==> src/rtl/bus_gate_arbiter.sv <==
// Round-robin bus gate arbiter for four sources (MARMUX, PC, ALU, MDR).
// Optional hold-limit preemption is built when BUS_ARB_TIMEOUT_EN is defined.
//
// state | meaning
// IDLE  | no grant, gnt = 0, owner keeps the most recent grantee
// GRANT | gnt one-hot at bit owner
module bus_gate_arbiter #(
    parameter int MAX_HOLD = 8
) (
    input  logic       Clk,
    input  logic       Reset,
    input  logic [3:0] req,
    output logic [3:0] gnt,
    output logic       GateMARMUX,
    output logic       GatePC,
    output logic       GateALU,
    output logic       GateMDR,
    output logic       bus_busy,
    output logic [1:0] owner,
    output logic       timeout
);

    localparam logic IDLE  = 1'b0;
    localparam logic GRANT = 1'b1;

    if (MAX_HOLD < 2 || MAX_HOLD > 255) begin : g_bad_max_hold
        $error("bus_gate_arbiter: MAX_HOLD out of range 2..255");
    end

    logic       state, state_n;
    logic [3:0] gnt_n;
    logic [1:0] owner_n;
    logic       timeout_n;
    logic       preempt;

    logic       win_x_any;
    logic [1:0] win_x_idx;
    logic       win_any;
    logic [1:0] win_idx;

    // Rotating scan starting after the current owner; owner itself is checked last.
    always_comb begin
        logic [1:0] idx;
        win_x_any = 1'b0;
        win_x_idx = owner;
        for (int k = 3; k >= 1; k--) begin
            idx = owner + 2'(k);
            if (req[idx]) begin
                win_x_any = 1'b1;
                win_x_idx = idx;
            end
        end
        win_any = win_x_any | req[owner];
        win_idx = win_x_any ? win_x_idx : owner;
    end

`ifdef BUS_ARB_TIMEOUT_EN
    localparam logic [7:0] HOLD_LAST = 8'(MAX_HOLD - 1);

    logic [7:0] hold_cnt, hold_cnt_n;

    assign preempt = (state == GRANT) && (hold_cnt == HOLD_LAST) && win_x_any;

    always_comb begin
        hold_cnt_n = hold_cnt;
        if (state_n == GRANT && (owner_n != owner || state == IDLE || preempt))
            hold_cnt_n = 8'd0;
        else if (state_n == GRANT)
            hold_cnt_n = (hold_cnt == HOLD_LAST) ? hold_cnt : hold_cnt + 8'd1;
        else
            hold_cnt_n = 8'd0;
    end

    always_ff @(posedge Clk) begin
        if (Reset) hold_cnt <= 8'd0;
        else       hold_cnt <= hold_cnt_n;
    end
`else
    assign preempt = 1'b0;
`endif

    always_comb begin
        state_n   = state;
        gnt_n     = gnt;
        owner_n   = owner;
        timeout_n = 1'b0;
        case (state)
            IDLE: begin
                if (win_any) begin
                    state_n = GRANT;
                    owner_n = win_idx;
                    gnt_n   = 4'b0001 << win_idx;
                end
            end
            default: begin
                if (preempt) begin
                    owner_n   = win_x_idx;
                    gnt_n     = 4'b0001 << win_x_idx;
                    timeout_n = 1'b1;
                end else if (req[owner]) begin
                    gnt_n = 4'b0001 << owner;
                end else if (win_x_any) begin
                    owner_n = win_x_idx;
                    gnt_n   = 4'b0001 << win_x_idx;
                end else begin
                    state_n = IDLE;
                    gnt_n   = 4'b0000;
                end
            end
        endcase
    end

    always_ff @(posedge Clk) begin
        if (Reset) begin
            state    <= IDLE;
            gnt      <= 4'b0000;
            owner    <= 2'd3;
            timeout  <= 1'b0;
            bus_busy <= 1'b0;
        end else begin
            state    <= state_n;
            gnt      <= gnt_n;
            owner    <= owner_n;
            timeout  <= timeout_n;
            bus_busy <= |gnt_n;
        end
    end

    assign GateMARMUX = gnt[3];
    assign GatePC     = gnt[2];
    assign GateALU    = gnt[1];
    assign GateMDR    = gnt[0];

endmodule

==> config.mk <==
export PLATFORM = sky130hd
export DESIGN_NAME = bus_gate_arbiter
export DESIGN_NICKNAME = d
export VERILOG_FILES = /design/src/rtl/bus_gate_arbiter.sv
export SDC_FILE = /design/constraint.sdc
export NUM_CORES = 1
export LEC_CHECK = 0
export CAP_MARGIN = 10
export CORE_MARGIN = 2
export CORE_UTILIZATION = 45
export CTS_BUF_LIST = sky130_fd_sc_hd__clkbuf_4 sky130_fd_sc_hd__clkbuf_8
export DETAILED_ROUTE_END_ITERATION = 12
export PLACE_DENSITY = 0.76
export SETUP_SLACK_MARGIN = 0.15
export SLEW_MARGIN = 10
export SYNTH_ARGS = -nofsm -noshare
export SYNTH_HDL_FRONTEND = slang
export SYNTH_SLANG_ARGS = --single-unit
==> constraint.sdc <==
create_clock -name Clk -period 3.5 [get_ports Clk]
set_input_delay 0.35 -clock Clk [delete_from_list [all_inputs] [get_ports Clk]]
set_output_delay 0.35 -clock Clk [all_outputs]
set_load 0.1 [all_outputs]
==> results.md, run 1 <==
- Status: complete, no violations
- Flops & latches, synth: 8
- Fin crit share: 0.718
- Critical path arrival: 2.68 ns
- Vias: 803
- Drt pass-1 iters: 4
- Peak fanout along the critical path: 15
- Unique cell type count in the Yosys netlist: 36
- Drt total wl: 1820 microns
- Crit path largest cell delay: 0.40 ns
- DIE AREA: 2190 sq um
- Area share of the leading cell type in the synthesized netlist: 0.194
- DRT antenna net count: 0
- CP bufs+invs: 2
- Number of I/O port buffers: 16
- Synth Area per Inst: 7.71 sq um
- Startpoint Class: register
- CP Capture Type: register
- Filler instances: 172
- Post-Syn Nets: 117
- Crit path max-delay family: compound AO/OA/AOI/OAI gates
- Initial antenna violation count: 0
- CTS tree: built
- Layout cells sized above 1: 0.0965
- First-pass GRT wire length: 2950 microns
- Area contributors post-synth: dfxtp_1, nor2_1, ha_1, nor3_1, nand2_1
- # rows: 15
- Synthesized area: 825 sq um
- Die Y: 46.8 microns
- Pin count of the biggest net entering global routing: 17
- Total track usage: 0.184
- Layout Area Growth over Synthesis: 15.9%
- Fmax: 398 MHz
- GRT overflow: 0
- Core ar.: 1730 sq um
- Clock root buffer: clkbuf_4
- Post-route DRC: 0
- Pins Over Slew Limit: 0
- TritonCTS buffer count: 3
- Post-CTS Setup Inserts: 0
- I/O pins: 18
- Diode count: 0
- Cell Chain, Critical Path: buf_4 > inv_1 > ha_1 > a22o_1 > o21ai_0 > a221o_1 > a31oi_1 > a311o_1 > a41oi_1
- Hpwl dp: 1350 microns
- Mapped Cells: 107
- Setup CP Type: reg -> reg
- Clock sinks: 8
- Drt wl/cell: 13.1 microns
- Final setup vio count: 0
- Max transition margin: 0.350
- Unrepaired setup endpoints after global routing: no
- CTS resizes: 0
- Initial core utilization: 0.478
- Worst path slowest cell: ha_1
- H-tree depth: 1
- Final layout net count: 126
- Synth area leader: dfxtp_1
- Maximum root-to-sink buffer count: 2
- Worst EP required: 3.67 ns
- GPL Wtd Cong: 0.789
- Worst slew pin tran: 0.971 ns
- Clock Pin Slew Worst Setup and Hold Paths: 0.05 ns
- Post-CTS Hold Fix Bufs: 0
- Max Clock Skew: 0.00707 ns
- Via-to-Cell Ratio: 5.78
- Hold Vio Cnt, Final: 0
- Vias in the first global route: 696
- Clk Latency, worst-skew pair: 0.25 ns
- Die Width: 46.8 microns
- Hold crit path type: reg -> reg
- # Max-Cap Violations: 0
- Sequential area share after synthesis: 0.194
- Final min period: 2.51 ns
- Yosys warns: 0
- Fin Setup TNS: 0 ns
- DRT iter0 DRCs: 20
## worst min-delay path, cell delays in order, from the launching register on
cell and delay, ns:
dfxtp_1 0.32, nor2_1 0.10, a311o_1 0.15, nor2_1 0.04
## cell usage in the layout (no fill, tap or decap)
cell	n
a31oi_1	4
a21boi_0	1
a221o_1	2
dfxtp_1	8
o31ai_1	1
clkbuf_4	3
mux4_1	1
clkdlybuf4s50_1	15
nor2_1	14
and2_1	1
mux2i_1	2
a311o_1	1
buf_4	3
nor3_1	10
o32ai_4	1
conb_1	1
a221oi_1	1
o21bai_1	1
a22o_1	2
mux2_2	1
nand2b_1	2
mux2i_4	1
a211o_1	2
ha_1	4
a211oi_2	2
o21ai_0	5
a32oi_1	1
nand3_1	1
a21oi_1	2
nor4_1	1
inv_1	5
nand2_1	13
a41oi_1	1
o32ai_1	1
## worst paths after layout
| kind | from | end | slack, ns | depth (start not counted) |
|---|---|---|---|---|
| worst max-delay path | owner[1] | bus_busy | 0.99 | 9 |
| worst min-delay path | gnt[2] | gnt[2] | 0.66 | 3 |
| worst max register to register | owner[1] | bus_busy | 0.99 | 9 |
| worst min register to register | gnt[2] | gnt[2] | 0.66 | 3 |
## cell usage after synthesis
| cell type | count |
|---|---|
| nor2_1 | 14 |
| nand2_1 | 13 |
| nor3_1 | 10 |
| dfxtp_1 | 8 |
| buf_4 | 6 |
| inv_1 | 5 |
| o21ai_0 | 5 |
| a31oi_1 | 4 |
| buf_2 | 4 |
| ha_1 | 4 |
| a211o_1 | 2 |
| a211oi_2 | 2 |
| a21oi_1 | 2 |
| a221o_1 | 2 |
| a22o_1 | 2 |
| buf_6 | 2 |
| mux2i_1 | 2 |
| nand2b_1 | 2 |
| a21boi_0 | 1 |
| a221oi_1 | 1 |
| a311o_1 | 1 |
| a32oi_1 | 1 |
| a41oi_1 | 1 |
| and2_1 | 1 |
| buf_1 | 1 |
| clkbuf_1 | 1 |
| conb_1 | 1 |
| mux2_2 | 1 |
| mux2i_4 | 1 |
| mux4_1 | 1 |
| nand3_1 | 1 |
| nor4_1 | 1 |
| o21bai_1 | 1 |
| o31ai_1 | 1 |
| o32ai_1 | 1 |
| o32ai_4 | 1 |
## area by class of cell
| cell class | count | area [sq um] | area share |
|---|---|---|---|
| Timing Repair Buffer | 18 | 173 | 0.181 |
| Multi-Input combinational cell | 80 | 551 | 0.576 |
| Clock buffer | 3 | 22.5 | 0.0236 |
| Tap cell | 25 | 31.3 | 0.0327 |
| Inverter | 5 | 18.8 | 0.0196 |
| Sequential cell | 8 | 160 | 0.168 |
## registers in the layout, indices dropped and copies added, names as in the netlist
signal    cells
bus_busy      1
gnt           4
owner         2
state         1
## kinds of logic (layout without fill, tap and decap cells)
family,after synthesis,in the layout,synth area share
simple gates,42,42,0.220
compound gates,28,28,0.285
buf+inv,19,26,0.138
flops,8,8,0.194
mux,5,5,0.0971
fa+ha+maj,4,4,0.0607
other cells,1,1,0.00455
## routing by layer
metal / wire (microns) / vias up / GRT usage
met4: 12 / 0 / 0.0556
met1: 834 / 371 / 0.246
li1: - / 400 / -
met2: 860 / 30 / 0.288
met5: 0 / - / 0
met3: 107 / 2 / 0.0538
## metrics by stage
| step | cells | utilization | hold WS (ns) | worst slack [ns] | cell area (sq um) |
|---|---|---|---|---|---|
| finish | 139 | 0.554 | 0.655 | 0.988 | 956 |
| global route | 139 | 0.554 | 0.692 | 0.826 | 956 |
| CTS | 139 | 0.554 | 0.661 | 1.02 | 956 |
| detailed placement | 136 | 0.541 | 0.653 | 0.883 | 933 |
| global placement | 136 | 0.541 | 0.656 | 0.955 | 933 |
| floorplan | 107 | - | 0.488 | 0.442 | 825 |
Power of run 1 is left out: the tool's default activity adds up to more than one toggle a clock period on the data nets, which glitch-free logic cannot reach.
==> run 2, diff against run 1 <==
--- a/config.mk
+++ b/config.mk
@@ -10,7 +10,7 @@
 export CORE_UTILIZATION = 45
 export CTS_BUF_LIST = sky130_fd_sc_hd__clkbuf_4 sky130_fd_sc_hd__clkbuf_8
 export DETAILED_ROUTE_END_ITERATION = 12
-export PLACE_DENSITY = 0.76
+export PLACE_DENSITY = 0.79
 export SETUP_SLACK_MARGIN = 0.15
 export SLEW_MARGIN = 10
 export SYNTH_ARGS = -nofsm -noshare
==> constraint.sdc (replaced) <==
create_clock -name Clk -period 2 [get_ports Clk]
set_input_delay 0.2 -clock Clk [delete_from_list [all_inputs] [get_ports Clk]]
set_output_delay 0.2 -clock Clk [all_outputs]
set_load 0.1 [all_outputs]
==> results.md, run 2 (same netlist as run 1, synthesis figures left out) <==
- Status: complete, but fails checks
- Violated checks: setup timing
- Vias in the first global route: 785 (+13%)
- GPL Wtd Cong: 0.896 (+14%)
- Max reg flops: 4 (unchanged)
- Via-to-Cell Ratio: 5.58 (-3.4%)
- Initial core utilization: 0.478 (unchanged)
- Layout Area Growth over Synthesis: 55.1%
- Fin worst setup slack: -0.0440 ns (-1.03 ns)
- Hold WS: 0.555 ns (-0.100 ns)
- I/O pins: 18 (unchanged)
- Hold Path Stages: 5 (+2)
- Die Y: 46.8 microns (unchanged)
- CTS tree: built
- Fin crit share: 1.02 (+0.304)
- Number of I/O port buffers: 16 (unchanged)
- Commonest non-fill, non-tap cell in the layout: buf_4
- Startpoint Class: register
- Clock Pin Slew Worst Setup and Hold Paths: 0.07 ns (+0.02 ns)
- Worst Setup Slack post-DPL: -0.198 ns (-1.08 ns)
- Pin count of the biggest net entering global routing: 11 (-6)
- Pins Over Slew Limit: 0 (unchanged)
- # Max-Cap Violations: 0 (unchanged)
- Reg2reg end: bus_busy
- Total track usage: 0.205 (+0.0206)
- # rows: 15 (unchanged)
- FF-to-FF Start: owner[0]
- Biggest regs: gnt x4, owner x2
- Commonest cells after routing, fill and taps aside: buf_4, nor2_1, nand2_1, nor3_1, dfxtp_1
- H-tree depth: 1 (unchanged)
- Area of the multi-input gates: 664 sq um (+21%)
- Fmax: 489 MHz (+23%)
- Final setup vio count: 1 (+1)
- DRT antenna net count: 0 (unchanged)
- Maximum root-to-sink buffer count: 2 (unchanged)
- Drt total wl: 2370 microns (+30%)
- Final instance area: 1280 sq um (+34%)
- Reg-to-reg slack, setup: -0.04 ns (-1.03 ns)
- Hold Vio Cnt, Final: 0 (unchanged)
- Core ar.: 1730 sq um (unchanged)
- Filler instances: 131 (-24%)
- Critical path arrival: 2.23 ns (-0.45 ns)
- Clock sinks: 8 (unchanged)
- Final min period: 2.04 ns (-0.468 ns)
- Clock root buffer: clkbuf_4
- Register area: 168 sq um (+4.7%)
- GRT overflow: 0 (unchanged)
- Peak fanout along the critical path: 8 (-7)
- Register-to-Register Path Depth: 8 (-1)
- Initial antenna violation count: 0 (unchanged)
- DIE AREA: 2190 sq um (unchanged)
- Setup CP Type: reg -> reg
- DP Area: 1100 sq um (+18%)
- Drt pass-1 iters: 4 (unchanged)
- Hold crit path type: in -> reg
- Fin Setup TNS: -0.0440 ns (-0.0440 ns)
- Largest Register: gnt
- TritonCTS buffer count: 3 (unchanged)
- Post-route DRC: 0 (unchanged)
- Hold Crit Endpoint: state
- First-pass GRT wire length: 3260 microns (+11%)
- Unrepaired setup endpoints after global routing: yes
- Diode count: 0 (unchanged)
- Clk Latency, worst-skew pair: 0.26 ns (about the same)
- Max Clock Skew: 0.0103 ns (+0.00319 ns)
- Hold Crit Start: req[0]
- Post-CTS Hold Fix Bufs: 0 (unchanged)
- Hpwl dp: 1600 microns (+18%)
- Drt wl/cell: 14.3 microns (+9.8%)
- Layout cells sized above 1: 0.486 (+0.389)
- DRT iter0 DRCs: 26 (+30%)
- CP Capture Type: register
- Worst EP required: 2.18 ns (-1.49 ns)
- Die Width: 46.8 microns (unchanged)
- Vias: 921 (+15%)
- Final layout net count: 151 (+20%)
==> run 2: worst max path at each step <==
stage / start / end / cells after the start
5_1_grt: owner[0] / bus_busy / 8
3_3_place_gp: req[2] / bus_busy / 7
2_1_floorplan: owner[1] / bus_busy / 10
6_report: owner[0] / bus_busy / 8
4_1_cts: owner[1] / bus_busy / 8
3_5_place_dp: req[1] / bus_busy / 8
==> run 2: metal layers <==
metal  up-vias  global-route usage  part of all wire
met5         -                   0                 0
met1       434               0.234              0.43
met3         4              0.0500             0.036
li1        450                   -                 -
met4         0              0.0611            0.0089
met2        33               0.373              0.53
==> run 2: worst max-delay path: stages (launching register included) <==
cell and delay, ns:
dfxtp_4 0.38, inv_4 0.04, ha_4 0.27, a221o_1 0.32, o21ai_2 0.08, a221o_1 0.25
a31oi_1 0.11, a311o_1 0.32, a41oi_2 0.19
==> run 2: through the flow <==
step | cells | utilization
global route | 165 | 0.741
finish | 165 | 0.741
CTS | 163 | 0.670
floorplan | 107 | -
detailed placement | 157 | 0.638
global placement | 157 | 0.638
==> run 2: final cells by class <==
class | count | area share
sequential | 8 | 0.131
inverter | 5 | 0.0205
tap | 25 | 0.0245
clock buffer | 4 | 0.0235
multi-input combinational | 80 | 0.520
timing repair buffer | 43 | 0.281
==> run 2: repair_timing <==
action	in CTS	in global routing
setup buffers	2	2
gates cloned	0	0
pin swaps	3	9
endpoints found under the setup margin	7	7
gates resized for setup	4	21
Power of run 2 is left out for the same reason.
